`config.mk`:
```
export PLATFORM = sky130hd
export DESIGN_NAME = pe_mac_cell
export DESIGN_NICKNAME = d
export VERILOG_FILES = /design/src/rtl/pe_pkg.sv /design/src/rtl/pe_mul_stage.sv /design/src/rtl/pe_mac_cell.sv
export SDC_FILE = /design/constraint.sdc
export NUM_CORES = 1
export LEC_CHECK = 0
export ABC_AREA = 1
export CORE_AREA = 2 2 248 250
export CTS_BUF_LIST = sky130_fd_sc_hd__clkbuf_8
export DETAILED_ROUTE_END_ITERATION = 12
export DIE_AREA = 0 0 250 252
export PLACE_DENSITY_LB_ADDON = 0.05
export SETUP_SLACK_MARGIN = 0.5
export SYNTH_ARGS = -nofsm -noshare
export SYNTH_HDL_FRONTEND = slang
export SYNTH_HIERARCHICAL = 1
export SYNTH_SLANG_ARGS = --single-unit
```
`constraint.sdc`:
```
create_clock -name clk -period 10.8 [get_ports clk]
set_input_delay 2.7 -clock clk [delete_from_list [all_inputs] [get_ports clk]]
set_output_delay 2.7 -clock clk [all_outputs]
set_load 0.02 [all_outputs]
```
`src/rtl/pe_pkg.sv`:
```
// Shared definitions for the systolic processing element: default widths,
// operand extension helper, saturation limits and the forwarded flag bundle.
package pe_pkg;

    localparam int unsigned PE_DATA_W = 16;
    localparam int unsigned PE_ACC_W  = 40;
    // Widest vector the helper functions handle
    localparam int unsigned PE_MAX_W  = 128;

    // Operand qualifiers travelling with the west operand
    typedef struct packed {
        logic vld;
        logic first;
        logic last;
    } pe_flags_t;

    // Extend the low w bits of v to PE_MAX_W, sign- or zero-filling above
    function automatic logic [PE_MAX_W-1:0] pe_extend(
        input logic [PE_MAX_W-1:0] v,
        input int unsigned         w,
        input logic                is_signed
    );
        logic [PE_MAX_W-1:0] mask;
        logic [PE_MAX_W-1:0] top;
        mask = (PE_MAX_W'(1) << w) - PE_MAX_W'(1);
        top  = v >> (w - 32'd1);
        return (is_signed && top[0]) ? (v | ~mask) : (v & mask);
    endfunction

    // Largest value representable in w bits
    function automatic logic [PE_MAX_W-1:0] pe_sat_max(
        input int unsigned w,
        input logic        is_signed
    );
        logic [PE_MAX_W-1:0] mask;
        mask = (PE_MAX_W'(1) << w) - PE_MAX_W'(1);
        return is_signed ? (mask >> 1) : mask;
    endfunction

    // Smallest value representable in w bits
    function automatic logic [PE_MAX_W-1:0] pe_sat_min(
        input int unsigned w,
        input logic        is_signed
    );
        return is_signed ? (PE_MAX_W'(1) << (w - 32'd1)) : '0;
    endfunction

endpackage

```
`src/rtl/pe_mul_stage.sv`:
```
// Registered DATA_W x DATA_W multiplier (product stage of the PE).
// Full-width product, signed or unsigned per SIGNED.
module pe_mul_stage #(
    parameter int unsigned DATA_W = 16,
    parameter int unsigned SIGNED = 0
) (
    input  logic                  clk,
    input  logic                  reset,
    input  logic                  en,
    input  logic [DATA_W-1:0]     a,
    input  logic [DATA_W-1:0]     b,
    output logic [2*DATA_W-1:0]   prod
);

    localparam int unsigned PROD_W = 2 * DATA_W;

    logic [PROD_W-1:0] a_x;
    logic [PROD_W-1:0] b_x;
    logic [PROD_W-1:0] prod_c;

    // Extend both operands to product width; low PROD_W bits are exact either way
    always_comb begin
        a_x    = {{DATA_W{(SIGNED != 0) & a[DATA_W-1]}}, a};
        b_x    = {{DATA_W{(SIGNED != 0) & b[DATA_W-1]}}, b};
        prod_c = a_x * b_x;
    end

    // Product register
    always_ff @(posedge clk or posedge reset) begin
        if (reset) begin
            prod <= '0;
        end else if (en) begin
            prod <= prod_c;
        end
    end

endmodule

```
`src/rtl/pe_mac_cell.sv`:
```
// Systolic-array processing element: captures north/west operands, forwards
// them south/east one cycle later, multiplies, and accumulates per tile,
// draining each tile sum on a one-cycle out_vld pulse.
// Optional build macro PE_SATURATE_EN: clamp the accumulator instead of wrapping.
module pe_mac_cell
    import pe_pkg::*;
#(
    parameter int unsigned DATA_W = PE_DATA_W,
    parameter int unsigned ACC_W  = PE_ACC_W,
    parameter int unsigned SIGNED = 0
) (
    input  logic              clk,
    input  logic              reset,
    input  logic              en,
    input  logic [DATA_W-1:0] in_N,
    input  logic              in_N_vld,
    input  logic [DATA_W-1:0] in_W,
    input  logic              in_W_vld,
    input  logic              in_W_first,
    input  logic              in_W_last,
    output logic [DATA_W-1:0] out_S,
    output logic              out_S_vld,
    output logic [DATA_W-1:0] out_E,
    output logic              out_E_vld,
    output logic              out_E_first,
    output logic              out_E_last,
    output logic [ACC_W-1:0]  out,
    output logic              out_vld,
    output logic              err,
    output logic              sat
);

    localparam int unsigned PROD_W = 2 * DATA_W;

    if (ACC_W < PROD_W) begin : g_acc_w_check
        $error("pe_mac_cell: ACC_W must be >= 2*DATA_W");
    end

    logic [DATA_W-1:0] rin_N;
    logic [DATA_W-1:0] rin_W;
    logic              rin_N_vld;
    pe_flags_t         rin_W_f;
    pe_flags_t         s1_f;
    logic [PROD_W-1:0] prod;
    logic [ACC_W-1:0]  acc;
    logic [ACC_W-1:0]  prod_x;
    logic [ACC_W-1:0]  acc_next_c;

    // S0: operand capture; also the south/east forwarding registers
    always_ff @(posedge clk or posedge reset) begin
        if (reset) begin
            rin_N     <= '0;
            rin_W     <= '0;
            rin_N_vld <= 1'b0;
            rin_W_f   <= '0;
        end else if (en) begin
            rin_N     <= in_N;
            rin_W     <= in_W;
            rin_N_vld <= in_N_vld;
            rin_W_f   <= {in_W_vld, in_W_first, in_W_last};
        end
    end

    assign out_S       = rin_N;
    assign out_S_vld   = rin_N_vld;
    assign out_E       = rin_W;
    assign out_E_vld   = rin_W_f.vld;
    assign out_E_first = rin_W_f.first;
    assign out_E_last  = rin_W_f.last;

    // S1: product
    pe_mul_stage #(
        .DATA_W (DATA_W),
        .SIGNED (SIGNED)
    ) u_mul (
        .clk   (clk),
        .reset (reset),
        .en    (en),
        .a     (rin_N),
        .b     (rin_W),
        .prod  (prod)
    );

    // S1: fire/first/last alongside the product; sticky valid-mismatch error
    always_ff @(posedge clk or posedge reset) begin
        if (reset) begin
            s1_f <= '0;
            err  <= 1'b0;
        end else if (en) begin
            s1_f <= {rin_N_vld & rin_W_f.vld, rin_W_f.first, rin_W_f.last};
            err  <= err | (rin_N_vld ^ rin_W_f.vld);
        end
    end

`ifdef PE_SATURATE_EN
    localparam logic [ACC_W-1:0] SAT_MAX = ACC_W'(pe_sat_max(ACC_W, SIGNED != 0));
    localparam logic [ACC_W-1:0] SAT_MIN = ACC_W'(pe_sat_min(ACC_W, SIGNED != 0));

    logic [ACC_W:0] sum_c;
    logic           clamp_c;

    // Next accumulator value with overflow clamping
    always_comb begin
        prod_x     = ACC_W'(pe_extend(PE_MAX_W'(prod), PROD_W, SIGNED != 0));
        sum_c      = {1'b0, acc} + {1'b0, prod_x};
        acc_next_c = s1_f.first ? prod_x : sum_c[ACC_W-1:0];
        clamp_c    = 1'b0;
        if (!s1_f.first) begin
            if (SIGNED != 0) begin
                if ((acc[ACC_W-1] == prod_x[ACC_W-1]) && (sum_c[ACC_W-1] != acc[ACC_W-1])) begin
                    clamp_c    = 1'b1;
                    acc_next_c = acc[ACC_W-1] ? SAT_MIN : SAT_MAX;
                end
            end else if (sum_c[ACC_W]) begin
                clamp_c    = 1'b1;
                acc_next_c = SAT_MAX;
            end
        end
    end

    // Sticky clamp flag, only on accumulating cycles
    always_ff @(posedge clk or posedge reset) begin
        if (reset) begin
            sat <= 1'b0;
        end else if (en && s1_f.vld && clamp_c) begin
            sat <= 1'b1;
        end
    end
`else
    logic [ACC_W-1:0] sum_c;

    // Next accumulator value, modulo 2^ACC_W
    always_comb begin
        prod_x     = ACC_W'(pe_extend(PE_MAX_W'(prod), PROD_W, SIGNED != 0));
        sum_c      = acc + prod_x;
        acc_next_c = s1_f.first ? prod_x : sum_c;
    end

    assign sat = 1'b0;
`endif

    // S2: accumulate, drain on last, pulse out_vld
    always_ff @(posedge clk or posedge reset) begin
        if (reset) begin
            acc     <= '0;
            out     <= '0;
            out_vld <= 1'b0;
        end else if (en) begin
            out_vld <= 1'b0;
            if (s1_f.vld) begin
                if (s1_f.last) begin
                    out     <= acc_next_c;
                    out_vld <= 1'b1;
                    acc     <= '0;
                end else begin
                    acc <= acc_next_c;
                end
            end
        end
    end

endmodule
```
==> results of run 1 <==
==> where the power goes <==
part / internal [mW] / switching [mW] / leakage, nW
registers: 0.759 / 0.194 / 1.95
clock network: 0.181 / 0.270 / 0.185
logic: 1.96 / 3.41 / 10.0
total: 2.90 / 3.88 / 12.2
==> layout by cell type (no fill, tap or decap), drive strengths merged, types with 12 or more instances in the layout <==
cell,instances
a21oi,40
clkbuf,17
nand3,116
dfrtp,153
fa,195
or2,12
clkdlybuf4s50,115
inv,587
buf,21
xnor2,18
o21ai,53
ha,137
nand2,1074
nor2,112
nand4,26
==> area by class of cell <==
class | count | area, um^2 | share of cell area
sequential | 153 | 3830 | 0.184
antenna | 1 | 2.50 | 0.000120
clock buffer | 17 | 234 | 0.0112
tap | 782 | 978 | 0.0470
inverter | 587 | 2210 | 0.106
timing repair buffer | 136 | 1310 | 0.0628
multi-input combinational | 1829 | 12100 | 0.583
clock inverter | 14 | 124 | 0.00595
==> sequential cells by signal, summed over array words and instances, names as in the netlist, 3 cells and up <==
signal      cells
out_S          16
s1_f            3
out            40
u_mul/prod     32
out_E          16
acc            40
==> per-layer routing <==
| layer | vias to the layer above | global-route usage | routed length (um) |
|---|---|---|---|
| li1 | 7936 | - | - |
| met2 | 215 | 0.350 | 29600 |
| met3 | 60 | 0.0248 | 1590 |
| met5 | - | 0 | 0 |
| met1 | 7590 | 0.245 | 26400 |
| met4 | 0 | 0.0491 | 1160 |
==> through the flow <==
step                      power [mW]  setup WS [ns]
final                           6.78           4.87
after global routing            7.70           4.54
after CTS                       6.91           4.87
after detailed placement        6.41           4.93
after global placement          6.41           4.93
after floorplan                 4.83           4.89
==> final timing paths <==
kind                       startpoint  depth (start not counted)        endpoint
max                          out_S[6]                         22  u_mul/prod[24]
min                               err                          1             err
max reg2reg                  out_S[6]                         22  u_mul/prod[24]
min reg2reg                       err                          1             err
max in group asynchronous       reset                          3         out[27]
min in group asynchronous       reset                          2          out[1]
==> worst reg2reg max path, stage by stage, from the launching register on <==
cell     delay, ns
dfrtp_1       1.02
nand2_1       0.19
fa_1          0.55
inv_1         0.05
fa_1          0.50
inv_1         0.05
fa_1          0.54
inv_1         0.05
fa_1          0.45
fa_1          0.49
inv_1         0.05
fa_1          0.47
inv_1         0.04
ha_1          0.36
nand2_1       0.11
nor2_2        0.17
nand2_1       0.16
nor2_1        0.13
nand2_1       0.08
nand3_1       0.10
nand2_1       0.05
nand3_1       0.11
nand2_1       0.06
==> cell families after synthesis <==
family                     Yosys count
buffers and inverters              691
adders and majority gates          332
xor gates and xnor gates            25
muxes                                5
and+or+nand+nor                   1360
AOI/OAI and AO/OA                  106
other                                1
DFF                                153
==> flow_metrics.tcl, run 1 <==
set metrics [dict create \
    maxSlewHeadroom 0.321 \
    fin_nets 3095 \
    syn_inst 2673 \
    critPathSlowestCell "dfrtp_1" \
    vias 15800 \
    synth_top_family_by_area "simple AND/OR/NAND/NOR gates" \
    finalCriticalPeriod_ns 5.93 \
    grt_pass1_vias 16600 \
    async_flop_share 1.00 \
    grt-ovfl-total 0 \
    dieWidth_um 250 \
    crit_arrival_ns 6.34 \
    drive_gt1_frac 0.0519 \
    yosys.area_share.adder 0.303 \
    root_buffer "clkbuf_8" \
    dpl.cell_count 3487 \
    syn_area_per_cell_um2 6.95 \
    min_period_over_period 0.549 \
    synth_cell_type_count 39 \
    fin_setup_tns_ns 0 \
    ys_warn_count 6 \
    areaGrowthSynthToFinish_pct 12.1 \
    grt_pass1_wl_um 94300 \
    r2r_setup_slack_ns 4.87 \
    finalInstanceArea_um2 20800 \
    cts_made_buffers 17 \
    netlist_area_um2 18600 \
    core_area_um2 60100 \
    synth_compound_area_frac 0.0305 \
    maxCapViolations 0 \
    drt_iter0_markers 844 \
    start_util 0.309 \
    p_per_area_nw_per_um2 326 \
    grt_max_degree 65 \
    skew_ns 0.0282 \
    drv_slew 0 \
    firstDrtPassIters 5 \
    rows 90 \
    startpoint_type "flip-flop" \
    endpoint_kind "flip-flop" \
    synth_common_cells "nand2_1, inv_1, fa_1" \
    dieArea_um2 63000 \
    peakVddDrop_mv 0.201 \
    fin_util 0.346 \
    synthXorXnorAreaFrac 0.0118 \
    viasPerCell 4.49 \
    crit_family "adder cells" \
    h-tree-depth 4 \
    holdBufCountCts 0 \
    wl_um 58800 \
    dp_hpwl_um 46300 \
    synth_area_leaders "nand2_1, fa_1, dfrtp_1, inv_1, ha_1" \
    worstPathMaxFanout 18 \
    hold_viol_final 0 \
    ys_seq_area_frac 0.206 \
    postPlaceCellArea_um2 20500 \
    clock_sinks 153 \
    synthMostInstantiatedCell "nand2_1" \
    drc 0 \
    status "finished clean" \
    synth_ff_type "dfrtp_1" \
    worstPathRequired_ns 11.22 \
    cpPeakStageDelay_ns 1.02 \
    path_class "flip-flop to flip-flop" \
    finalSetupViolCount 0 \
    synthSimpleGateAreaFrac 0.305 \
    synth_edf_count 0 \
    yosysTopAreaCell "nand2_1" \
    tritoncts "yes" \
    clkTransAtPathRegs_ns 0.10 \
    cts_resized 0 \
    gp_congestion 0.841 \
    synth_top_cell_area_share 0.211 \
    fin_cells 3519 \
    wl_per_cell_um 16.7 \
    fillers 6615 \
    antenna_found_initial 1 \
    grt_setup_unrepaired "no" \
    syn_nets 3044 \
    fp.dieH_um 252 \
    path_buf_inv 5 \
    whs_ns 0.469 \
    path_cells "nand2_1, fa_1, inv_1, fa_1, inv_1, fa_1, inv_1, fa_1, fa_1, inv_1, fa_1, inv_1, ha_1, nand2_1, nor2_2, nand2_1, nor2_1, nand2_1, nand3_1, nand2_1, nand3_1, nand2_1" \
    ant_nets 0 \
    hold_path_class "flip-flop to flip-flop" \
    portBuffers 116 \
    leakagePower_nw 12.2 \
    postCtsSetupBuffers 0 \
    max_freq_ghz 0.169 \
    clockBufferDepth 2 \
    synth_mux_area_frac 0.00270 \
    insertion_delay_ns 0.55 \
    io_pins 118 \
    worst_pin_slew_ns 1.02 \
    ys_ff_latch 153 \
    grt_usage 0.194 \
]
Power figures use the tool's default switching activity.
==> run 2, diff against run 1 <==
clock period = 4.9 ns   (was 10.8 ns; I/O delays follow)
==> flow_metrics.tcl, run 2 (synthesis results as in run 1) <==
set metrics [dict create \
    finalSetupViolCount 21 \
    skew_ns 0.0351 \
    tritoncts "yes" \
    insertion_delay_ns 0.56 \
    cts_made_buffers 17 \
    drc 0 \
    grt_usage 0.201 \
    cpMostUsedCell "fa_1" \
    postPlaceCellArea_um2 21900 \
    finalCriticalPeriod_ns 5.23 \
    dp_hpwl_um 49800 \
    path_cells "nand2_2, inv_2, fa_1, inv_1, fa_2, fa_1, fa_1, inv_1, fa_1, inv_1, fa_1, inv_2, ha_4, nand2_4, nor2_4, nand3_2, nand3b_1, nand2_1, nand2_1, nand2_1, nand3_2, nand2_1" \
    grt_max_degree 92 \
    worstPathMaxFanout 7 \
    worst_pin_slew_ns 0.921 \
    start_util 0.309 \
    reg_top3 "acc (40), out (40), u_mul/prod (32)" \
    status "finished with violations" \
    endpoint_kind "flip-flop" \
    fp.dieH_um 252 \
    portBuffers 116 \
    place_ws_ns -0.494 \
    path_class "flip-flop to flip-flop" \
    maxCapViolations 0 \
    hold_viol_final 0 \
    gp_congestion 0.862 \
    grt_pass1_wl_um 96900 \
    fin_nets 3278 \
    path_buf_inv 5 \
    crit_arrival_ns 5.67 \
    h-tree-depth 4 \
    ant_nets 0 \
    grt_pass1_vias 17400 \
    hold_path_class "flip-flop to flip-flop" \
    crit_family "adder cells" \
    dieArea_um2 63000 \
    wl_um 62200 \
    min_period_over_period 1.07 \
    clockBufferDepth 2 \
    root_buffer "clkbuf_8" \
    finalInstanceArea_um2 23500 \
    fillers 6483 \
    io_pins 118 \
    clkTransAtPathRegs_ns 0.11 \
    worstPathRequired_ns 5.33 \
    clock_sinks 153 \
    layout_commonest_cell "nand2_1" \
    violations "negative setup slack" \
    startpoint_type "flip-flop" \
    drt_iter0_markers 709 \
    viasPerCell 4.44 \
    fin_util 0.391 \
    max_freq_ghz 0.191 \
    firstDrtPassIters 7 \
    core_area_um2 60100 \
    finalWorstSetupSlack_ns -0.334 \
    maxSlewHeadroom 0.386 \
    grt-ovfl-total 0 \
    wl_per_cell_um 16.8 \
    rows 90 \
    antenna_found_initial 2 \
    drv_slew 0 \
    areaGrowthSynthToFinish_pct 26.7 \
    vias 16500 \
    layout_common_cells "nand2_1, inv_1, fa_1, buf_4, dfrtp_1" \
    cpPeakStageDelay_ns 0.59 \
    drive_gt1_frac 0.189 \
    critPathSlowestCell "dfrtp_4" \
    grt_setup_unrepaired "yes" \
    dieWidth_um 250 \
]
run 2: cell type report:
cell class	instances	area, um^2	area share
multi-input combinational	1829	13100	0.555
sequential	153	3880	0.165
timing repair buffer	319	2980	0.127
inverter	587	2210	0.0940
tap	782	978	0.0416
clock buffer	17	234	0.00995
clock inverter	15	179	0.00761
antenna	2	5.00	0.000213
run 2: layer usage:
metal | wire length, um | global-route usage
met5 | 0 | 0
met4 | 1450 | 0.0551
met3 | 1370 | 0.0271
met2 | 31900 | 0.371
met1 | 27400 | 0.243
run 2: worst paths after layout:
check                              start        endpoint  slack, ns  cells past startpoint
worst max-delay path            out_S[7]  u_mul/prod[23]      -0.33                     22
worst min-delay path                 err             err       0.48                      1
worst max register to register  out_S[7]  u_mul/prod[23]      -0.33                     22
worst min register to register       err             err       0.48                      1
max in group asynchronous          reset       out_E[10]       3.17                      3
min in group asynchronous          reset          acc[2]       1.14                      3
run 2: timing repair:
| action | 4_1_cts | 5_1_grt |
|---|---|---|
| setup endpoints to repair | 25 | 25 |
| setup buffers | 36 | 23 |
| endpoints found under the hold margin | 0 | 0 |
| gates resized for setup | 93 | 126 |
| gates cloned | 0 | 0 |
| hold buffers | 0 | 0 |
| pin swaps | 89 | 69 |
run 2: metrics by stage:
stage          hold WS, ns  TNS (ns)  cells
2_1_floorplan        0.442    -0.607   2673
5_1_grt              0.495     -9.94   3704
6_report             0.479     -5.49   3704
4_1_cts              0.482     -6.28   3679
3_3_place_gp         0.453     -7.77   3611
3_5_place_dp         0.460     -7.96   3611
run 2: worst register-to-register path, stage by stage, from the launching register on:
cell	delay (ns)
dfrtp_4	0.59
nand2_2	0.12
inv_2	0.04
fa_1	0.52
inv_1	0.05
fa_2	0.52
fa_1	0.46
fa_1	0.50
inv_1	0.05
fa_1	0.47
inv_1	0.05
fa_1	0.49
inv_2	0.05
ha_4	0.31
nand2_4	0.09
nor2_4	0.16
nand3_2	0.08
nand3b_1	0.19
nand2_1	0.10
nand2_1	0.07
nand2_1	0.06
nand3_2	0.09
nand2_1	0.05
Power of run 2 is not shown: default switching activity piles up to over one toggle a cycle in this logic, so the estimate is an artifact.
